File: src/rtl/wma_filter_mc_if.sv
// Sample-in / result-out handshake bundle for the multi-channel WMA outlier filter.
interface wma_filter_mc_if #(
  parameter int WIDTH    = 8,
  parameter int CHANNELS = 4
);
  localparam int CHW = (CHANNELS > 1) ? $clog2(CHANNELS) : 1;

  logic             in_valid;
  logic             in_ready;
  logic [CHW-1:0]   in_ch;
  logic [WIDTH-1:0] in_x;
  logic [1:0]       thr_sel;
  logic             out_valid;
  logic             out_ready;
  logic [CHW-1:0]   out_ch;
  logic [WIDTH-1:0] out_wma;
  logic [WIDTH-1:0] out_t1;
  logic [WIDTH-1:0] out_t2;
  logic             out_outlier;
  logic             out_resync;

  modport master (
    output in_valid, in_ch, in_x, thr_sel, out_ready,
    input  in_ready, out_valid, out_ch, out_wma, out_t1, out_t2, out_outlier, out_resync
  );

  modport slave (
    input  in_valid, in_ch, in_x, thr_sel, out_ready,
    output in_ready, out_valid, out_ch, out_wma, out_t1, out_t2, out_outlier, out_resync
  );
endinterface

File: src/rtl/wma_filter_mc.sv
// Multi-channel weighted moving average with outlier rejection.
// Each channel keeps wma = (3*wma + x)/4 for samples inside [wma-P, wma+P];
// samples outside are rejected, and REJECT_LIMIT consecutive rejects resync
// the average to the sample. One-cycle latency, single output register.
module wma_filter_mc #(
  parameter int WIDTH        = 8,
  parameter int CHANNELS     = 4,
  parameter int REJECT_LIMIT = 3
) (
  input  logic            clk,
  input  logic            rst_n,
  input  logic            clr,
  wma_filter_mc_if.slave  bus
);
  localparam int CHW = (CHANNELS > 1) ? $clog2(CHANNELS) : 1;
  localparam int CW  = $clog2(REJECT_LIMIT + 1);
  localparam int EW  = WIDTH + 2;
  localparam logic [CW:0] RL = (CW+1)'(REJECT_LIMIT);

  // per-channel state
  logic [CHANNELS-1:0][WIDTH-1:0] wma_q;
  logic [CHANNELS-1:0]            init_q;
  logic [CHANNELS-1:0][CW-1:0]    cnt_q;

  // output register
  logic             ov_q, outl_q, res_q;
  logic [CHW-1:0]   och_q;
  logic [WIDTH-1:0] owma_q, ot1_q, ot2_q;

  logic             acc, first, in_rng;
  logic [WIDTH-1:0] wma_s, w0, p, t1, t2, w1;
  logic             init_s;
  logic [CW-1:0]    cnt_s, cnt_n;
  logic [CW:0]      cnt_inc;
  logic [WIDTH:0]   sum;
  logic [EW-1:0]    avg_sum;
  logic             outl, res;

  assign bus.in_ready = !ov_q || bus.out_ready;
  assign acc          = bus.in_valid && bus.in_ready;

  // select the addressed channel's state (out-of-range index reads as uninitialised)
  always_comb begin
    wma_s  = '0;
    init_s = 1'b0;
    cnt_s  = '0;
    for (int c = 0; c < CHANNELS; c++) begin
      if (bus.in_ch == CHW'(c)) begin
        wma_s  = wma_q[c];
        init_s = init_q[c];
        cnt_s  = cnt_q[c];
      end
    end
  end

  // threshold offset: base scaled so it keeps the same fraction of full scale
  always_comb begin
    case (bus.thr_sel)
      2'b01:   p = WIDTH'(64  << (WIDTH - 8));
      2'b10:   p = WIDTH'(128 << (WIDTH - 8));
      default: p = WIDTH'(32  << (WIDTH - 8));
    endcase
  end

  // thresholds and average; a clr in the same cycle makes this a first sample
  always_comb begin
    first   = clr || !init_s;
    w0      = first ? bus.in_x : wma_s;
    t1      = (w0 > p) ? w0 - p : '0;
    sum     = {1'b0, w0} + {1'b0, p};
    t2      = sum[WIDTH] ? '1 : sum[WIDTH-1:0];
    in_rng  = (bus.in_x >= t1) && (bus.in_x <= t2);
    avg_sum = {2'b00, w0} + {1'b0, w0, 1'b0} + {2'b00, bus.in_x};
    cnt_inc = {1'b0, cnt_s} + 1'b1;
  end

  // accept / reject / resync decision
  always_comb begin
    w1    = w0;
    cnt_n = '0;
    outl  = 1'b0;
    res   = 1'b0;
    if (first) begin
      w1 = bus.in_x;
    end else if (in_rng) begin
      w1 = avg_sum[EW-1:2];
    end else if (cnt_inc < RL) begin
      outl  = 1'b1;
      cnt_n = cnt_inc[CW-1:0];
    end else begin
      w1   = bus.in_x;
      outl = 1'b1;
      res  = 1'b1;
    end
  end

  // channel state: clr wipes flags/counts, the accepted channel is written after it
  always_ff @(posedge clk or negedge rst_n) begin
    if (!rst_n) begin
      wma_q  <= '0;
      init_q <= '0;
      cnt_q  <= '0;
    end else begin
      if (clr) begin
        init_q <= '0;
        cnt_q  <= '0;
      end
      if (acc) begin
        for (int c = 0; c < CHANNELS; c++) begin
          if (bus.in_ch == CHW'(c)) begin
            wma_q[c]  <= w1;
            init_q[c] <= 1'b1;
            cnt_q[c]  <= cnt_n;
          end
        end
      end
    end
  end

  // result register: load on accept, drop valid when consumed with nothing new
  always_ff @(posedge clk or negedge rst_n) begin
    if (!rst_n) begin
      ov_q   <= 1'b0;
      och_q  <= '0;
      owma_q <= '0;
      ot1_q  <= '0;
      ot2_q  <= '0;
      outl_q <= 1'b0;
      res_q  <= 1'b0;
    end else if (acc) begin
      ov_q   <= 1'b1;
      och_q  <= bus.in_ch;
      owma_q <= w1;
      ot1_q  <= t1;
      ot2_q  <= t2;
      outl_q <= outl;
      res_q  <= res;
    end else if (bus.out_ready) begin
      ov_q   <= 1'b0;
    end
  end

  assign bus.out_valid   = ov_q;
  assign bus.out_ch      = och_q;
  assign bus.out_wma     = owma_q;
  assign bus.out_t1      = ot1_q;
  assign bus.out_t2      = ot2_q;
  assign bus.out_outlier = outl_q;
  assign bus.out_resync  = res_q;
endmodule

File: src/flat_wrapper.sv
// flat-port wrapper written by rule: the top's interface ports become plain ports
module wma_filter_mc_flat 
#(
  parameter int WIDTH        = 8,
  parameter int CHANNELS     = 4,
  parameter int REJECT_LIMIT = 3
)
  (clk, rst_n, clr, bus_in_valid, bus_in_ch, bus_in_x, bus_thr_sel, bus_out_ready, bus_in_ready, bus_out_valid, bus_out_ch, bus_out_wma, bus_out_t1, bus_out_t2, bus_out_outlier, bus_out_resync);
  wma_filter_mc_if #(.WIDTH(WIDTH), .CHANNELS(CHANNELS)) bus_i ();
  input  logic clk;
  input  logic rst_n;
  input  logic clr;
  input wire logic [$bits(bus_i.in_valid)-1:0] bus_in_valid;
  input wire logic [$bits(bus_i.in_ch)-1:0] bus_in_ch;
  input wire logic [$bits(bus_i.in_x)-1:0] bus_in_x;
  input wire logic [$bits(bus_i.thr_sel)-1:0] bus_thr_sel;
  input wire logic [$bits(bus_i.out_ready)-1:0] bus_out_ready;
  output wire logic [$bits(bus_i.in_ready)-1:0] bus_in_ready;
  output wire logic [$bits(bus_i.out_valid)-1:0] bus_out_valid;
  output wire logic [$bits(bus_i.out_ch)-1:0] bus_out_ch;
  output wire logic [$bits(bus_i.out_wma)-1:0] bus_out_wma;
  output wire logic [$bits(bus_i.out_t1)-1:0] bus_out_t1;
  output wire logic [$bits(bus_i.out_t2)-1:0] bus_out_t2;
  output wire logic [$bits(bus_i.out_outlier)-1:0] bus_out_outlier;
  output wire logic [$bits(bus_i.out_resync)-1:0] bus_out_resync;
  assign bus_i.in_valid = bus_in_valid;
  assign bus_i.in_ch = bus_in_ch;
  assign bus_i.in_x = bus_in_x;
  assign bus_i.thr_sel = bus_thr_sel;
  assign bus_i.out_ready = bus_out_ready;
  assign bus_in_ready = bus_i.in_ready;
  assign bus_out_valid = bus_i.out_valid;
  assign bus_out_ch = bus_i.out_ch;
  assign bus_out_wma = bus_i.out_wma;
  assign bus_out_t1 = bus_i.out_t1;
  assign bus_out_t2 = bus_i.out_t2;
  assign bus_out_outlier = bus_i.out_outlier;
  assign bus_out_resync = bus_i.out_resync;
  wma_filter_mc #(.WIDTH(WIDTH), .CHANNELS(CHANNELS), .REJECT_LIMIT(REJECT_LIMIT)) u_core (.clk(clk), .rst_n(rst_n), .clr(clr), .bus(bus_i));
endmodule
File: config.mk
export PLATFORM = sky130hd
export DESIGN_NAME = wma_filter_mc_flat
export DESIGN_NICKNAME = d
export VERILOG_FILES = /design/src/rtl/wma_filter_mc_if.sv /design/src/rtl/wma_filter_mc.sv /design/src/flat_wrapper.sv
export SDC_FILE = /design/constraint.sdc
export NUM_CORES = 1
export LEC_CHECK = 0
export BUFFER_PORTS_ARGS = -buffer_cell sky130_fd_sc_hd__buf_4
export CORE_UTILIZATION = 52
export CTS_CLUSTER_SIZE = 30
export DETAILED_ROUTE_END_ITERATION = 12
export GPL_TIMING_DRIVEN = 0
export MAX_ROUTING_LAYER = met4
export PLACE_DENSITY = 0.74
export SLEW_MARGIN = 20
export SYNTH_ARGS = -nofsm -noshare
export SYNTH_HDL_FRONTEND = slang
export SYNTH_SLANG_ARGS = --single-unit
File: constraint.sdc
create_clock -name clk -period 4.3 [get_ports clk]
set_input_delay 0.645 -clock clk [delete_from_list [all_inputs] [get_ports clk]]
set_output_delay 0.645 -clock clk [all_outputs]
set_load 0.02 [all_outputs]
==> run summary <==
The number of maximum-capacitance violations came out at 0. Leaving out fill and tap cells, the most frequent cells in the layout are 86 x sky130_fd_sc_hd__buf_4, 73 x sky130_fd_sc_hd__dfrtp_1, 56 x sky130_fd_sc_hd__nand2_1, 31 x sky130_fd_sc_hd__inv_1, 18 x sky130_fd_sc_hd__ha_1. In this run the number of H-tree levels came out at 3.

The final global-route overflow total came out at 0. The synthesized netlist cell count is 449. The net count after synthesis is 506. The number of global-route vias before repair came to 3900. From left edge to right edge, the die measures 96.7 um. The total of warnings raised by yosys came out at 0. The pin count of the biggest net entering global routing is 74.

The most used flip-flop cell after synthesis is sky130_fd_sc_hd__dfrtp_1. The start-to-end type of the worst setup path is in -> reg. The first-pass GRT wire length is 19900 um. The clock reaches the later pin of the worst-skew pair after 0.36 ns. The mean post-synth cell area is 10.4 um2. The multi-input combinational cells in the finished layout cover a total of 3190 um2. The number of buffer cells added on primary ports came out at 44.

The most common cell after layout, fill and taps aside is sky130_fd_sc_hd__buf_4. The leakage power total is 2.80 nW. In this run the tightest slew margin relative to its limit is 23.2%.

The floorplan has 34 rows. For this run, design rule violations remaining after detail routing come to 0. After synthesis, the cell types taking the most area are sky130_fd_sc_hd__dfrtp_1 39%, sky130_fd_sc_hd__ha_1 8.0%, sky130_fd_sc_hd__mux4_2 5.3%, sky130_fd_sc_hd__mux2_2 5.1%, sky130_fd_sc_hd__nand2_1 5.0%. The utilization after layout is 72.9%. Across the VDD grid, the largest voltage drop is 298 uV. The routed design uses 6160 um of met2 wire.

The minimum period implied by the final worst setup slack came out at 4.61 ns. The layout cell share with drive strength beyond 1 came out at 41.2%. The number of diodes came out at 0. The largest fanout on the critical path came out at 8. In this run the remaining antenna-violating nets after routing total 0. The clock-pin slew on the worst setup and hold paths is 0.09 ns.

The hold-fix buffer count after cts is 0. The largest clock skew in the final design came out at 0.0150 ns. The overall track demand over capacity in global routing is 27.6%.

The post-synthesis to final-layout area growth is 36.3%. In this run the cell area measured after placement is 5260 um2. The clock root buffer is sky130_fd_sc_hd__clkbuf_8. The flow ran to the end, but the final reports show violations. The count of final hold-check violations came to 0. The storage element area came out at 1830 um2. The worst path arrival time is 4.85 ns. Setup repair after global routing could not meet its margin everywhere.

The finished layout cell area came out at 6360 um2. The routed via count divided by cell count came out at 5.99. Fill cells in the final layout number 582. The congestion estimate from routability-driven global placement came to 0.865. The mapped netlist covers 4660 um2. The total number of vias is 3988. In this run the critical register-to-register path is launched from u_core.init_q[2]$_DFF_PN0_. The number of nets at the end of the flow came out at 610. The unique cell type count in the Yosys netlist is 61.

After synthesis, the share of flip-flops with an asynchronous set or reset is 100%. The die area came out at 9350 um2. The critical path capture point type is a flip-flop. The number of ports placed on the die boundary is 47. The share of Yosys cell area claimed by the top area cell type came out at 39.2%. The number of buffers created by CTS is 9. The clock passes through at most 2 buffers. Routed signal wires occupy layers up through met4. The highest achievable clock rate came out at 217 MHz. The most critical setup path has its startpoint at bus_in_ch[0]. The largest total area in the synthesized netlist belongs to sky130_fd_sc_hd__dfrtp_1. The share of synthesized area occupied by flip-flops and latches came out at 39.2%. The worst hold path belongs to the class in -> async. The power per unit of standard cell area came out at 412 nW/um2.

The final clock period utilization by the worst path came out at 107%. The total detailed-routing wirelength came out at 13000 um. The standard cell core area came out at 8720 um2.

The number of iterations in the first detailed-routing pass is 5. The transition time of the tightest slew-check pin is 1.14 ns. The final-report setup violation count came out at 45. The wire length on met1 is 5700 um.

The initial cell density of the core is 53.5%. The worst path required time came out at 4.54 ns. The kind of start point of the critical path is an input pin. The number of antenna violations at the first check in global routing is 0. The final reports fail on negative setup slack. The routed wirelength normalized by instance count came out at 19.5 um. Across all setup checks in the final design, the least slack found is -0.310 ns. The number of enable flip-flop cells after synthesis is 0. The clock drives 73 sinks. The floorplan die height is 96.7 um. The met3 layer wire length in the routed design is 849 um. TritonCTS built the clock tree.

The violation count after the first detailed-routing iteration is 261. The completed layout was analyzed and its total power is 2.62 mW. Detailed placement finished with a half-perimeter wire length of 8110 um.

The number of synthesized register bits came out at 73. The final max-slew violation count came out at 0.
## cells by family (layout without fill, tap and decap cells)
kind of cell / Yosys count / count (layout) / share of synthesized area (%)
buf+inv: 53 / 162 / 4.80
xor+xnor: 6 / 6 / 1.13
simple gates: 143 / 143 / 15.2
compound gates: 93 / 93 / 14.4
mux: 41 / 41 / 13.0
flops: 73 / 73 / 39.2
fa+ha+maj: 40 / 40 / 12.3
## worst max-delay path, cell delays in order
cell and delay (ns):
sky130_fd_sc_hd__buf_12 0.08, sky130_fd_sc_hd__mux4_2 0.52, sky130_fd_sc_hd__nor2b_4 0.16, sky130_fd_sc_hd__buf_8 0.12, sky130_fd_sc_hd__buf_8 0.13, sky130_fd_sc_hd__nand2_4 0.06, sky130_fd_sc_hd__o21ai_4 0.07, sky130_fd_sc_hd__ha_4 0.27
sky130_fd_sc_hd__buf_8 0.11, sky130_fd_sc_hd__nand2_4 0.06, sky130_fd_sc_hd__o21ai_4 0.21, sky130_fd_sc_hd__o41ai_4 0.14, sky130_fd_sc_hd__or2_1 0.29, sky130_fd_sc_hd__ha_4 0.19, sky130_fd_sc_hd__a2111oi_4 0.31, sky130_fd_sc_hd__nand2_1 0.11
sky130_fd_sc_hd__a41oi_2 0.23, sky130_fd_sc_hd__or4_4 0.19, sky130_fd_sc_hd__buf_12 0.13, sky130_fd_sc_hd__a21oi_4 0.07, sky130_fd_sc_hd__buf_12 0.15, sky130_fd_sc_hd__o221a_4 0.31, sky130_fd_sc_hd__mux2_2 0.27
## state kept, by name, indices dropped and copies added (netlist names)
signal	flops
u_core.bus.out_outlier	1
u_core.bus.out_resync	1
u_core.bus.out_t2	8
u_core.bus.out_wma	8
u_core.bus.out_ch	2
u_core.cnt_q	8
u_core.bus.out_valid	1
u_core.init_q	4
u_core.wma_q	32
u_core.bus.out_t1	8
## layout make-up
| class | instances | area share (%) |
|---|---|---|
| buffer | 21 | 2.50 |
| timing repair buffer | 93 | 11.8 |
| tap | 108 | 2.13 |
| multi-input combinational | 323 | 50.1 |
| sequential | 73 | 28.7 |
| inverter | 32 | 1.89 |
| clock inverter | 5 | 0.630 |
| clock buffer | 11 | 2.22 |
## worst paths after layout
path                                                     to  cells past startpoint  slack (ns)
max                             u_core.wma_q[3]$_DFFE_PN0P_                     23       -0.31
min                        u_core.bus.out_t2[6]$_DFFE_PN0P_                      1        0.40
max reg2reg                     u_core.wma_q[3]$_DFFE_PN0P_                     22       -0.31
min reg2reg                    u_core.wma_q[23]$_DFFE_PN0P_                      2        0.48
max in group asynchronous      u_core.wma_q[25]$_DFFE_PN0P_                      1        3.28
min in group clk               u_core.wma_q[23]$_DFFE_PN0P_                      2        0.48
## synthesized netlist by cell type (4+ instances only)
master	instances
sky130_fd_sc_hd__a21oi_1	13
sky130_fd_sc_hd__clkbuf_1	12
sky130_fd_sc_hd__dfrtp_1	73
sky130_fd_sc_hd__fa_1	10
sky130_fd_sc_hd__ha_1	30
sky130_fd_sc_hd__inv_1	32
sky130_fd_sc_hd__mux2_2	21
sky130_fd_sc_hd__mux2i_1	5
sky130_fd_sc_hd__mux4_2	11
sky130_fd_sc_hd__nand2_1	62
sky130_fd_sc_hd__nand2b_1	8
sky130_fd_sc_hd__nand3_1	8
sky130_fd_sc_hd__nand3b_1	9
sky130_fd_sc_hd__nand4_1	5
sky130_fd_sc_hd__nor2_1	21
sky130_fd_sc_hd__nor2b_1	5
sky130_fd_sc_hd__nor3_1	6
sky130_fd_sc_hd__o21ai_0	22
sky130_fd_sc_hd__o21ai_1	11
sky130_fd_sc_hd__o31ai_1	21
sky130_fd_sc_hd__or3_1	4
sky130_fd_sc_hd__xnor2_1	5
## per-stage QoR
stage	hold WS (ns)	setup slack (ns)	setup TNS (ns)	cells
2_1_floorplan	0.349	-0.377	-13.45	449
3_5_place_dp	0.460	-1.23	-49.53	601
6_report	0.399	-0.310	-9.72	666
3_3_place_gp	0.456	-1.20	-47.48	601
5_1_grt	0.483	-0.430	-16.16	666
4_1_cts	0.454	-0.182	-5.79	651
## per-layer routing
layer,vias up,GRT usage [%]
li1,1804,-
met1,1973,39.2
met2,177,40.8
met3,34,5.06
met4,0,8.15
met5,-,-
## what timing repair did
| item | CTS | global route |
|---|---|---|
| setup buffers | 34 | 16 |
| gates resized for setup | 28 | 72 |
| pin swaps | 22 | 40 |
| setup endpoints to repair | 50 | 49 |
## where the power goes
group	leakage (nW)	switching, mW	internal (mW)	total, mW
Combinational	1.82	0.625	0.583	1.21
Clock	0.0822	0.295	0.229	0.524
Sequential	0.907	0.0713	0.819	0.890
Total	2.80	0.991	1.63	2.62
Note: power is estimated with default switching activity, not from simulation.
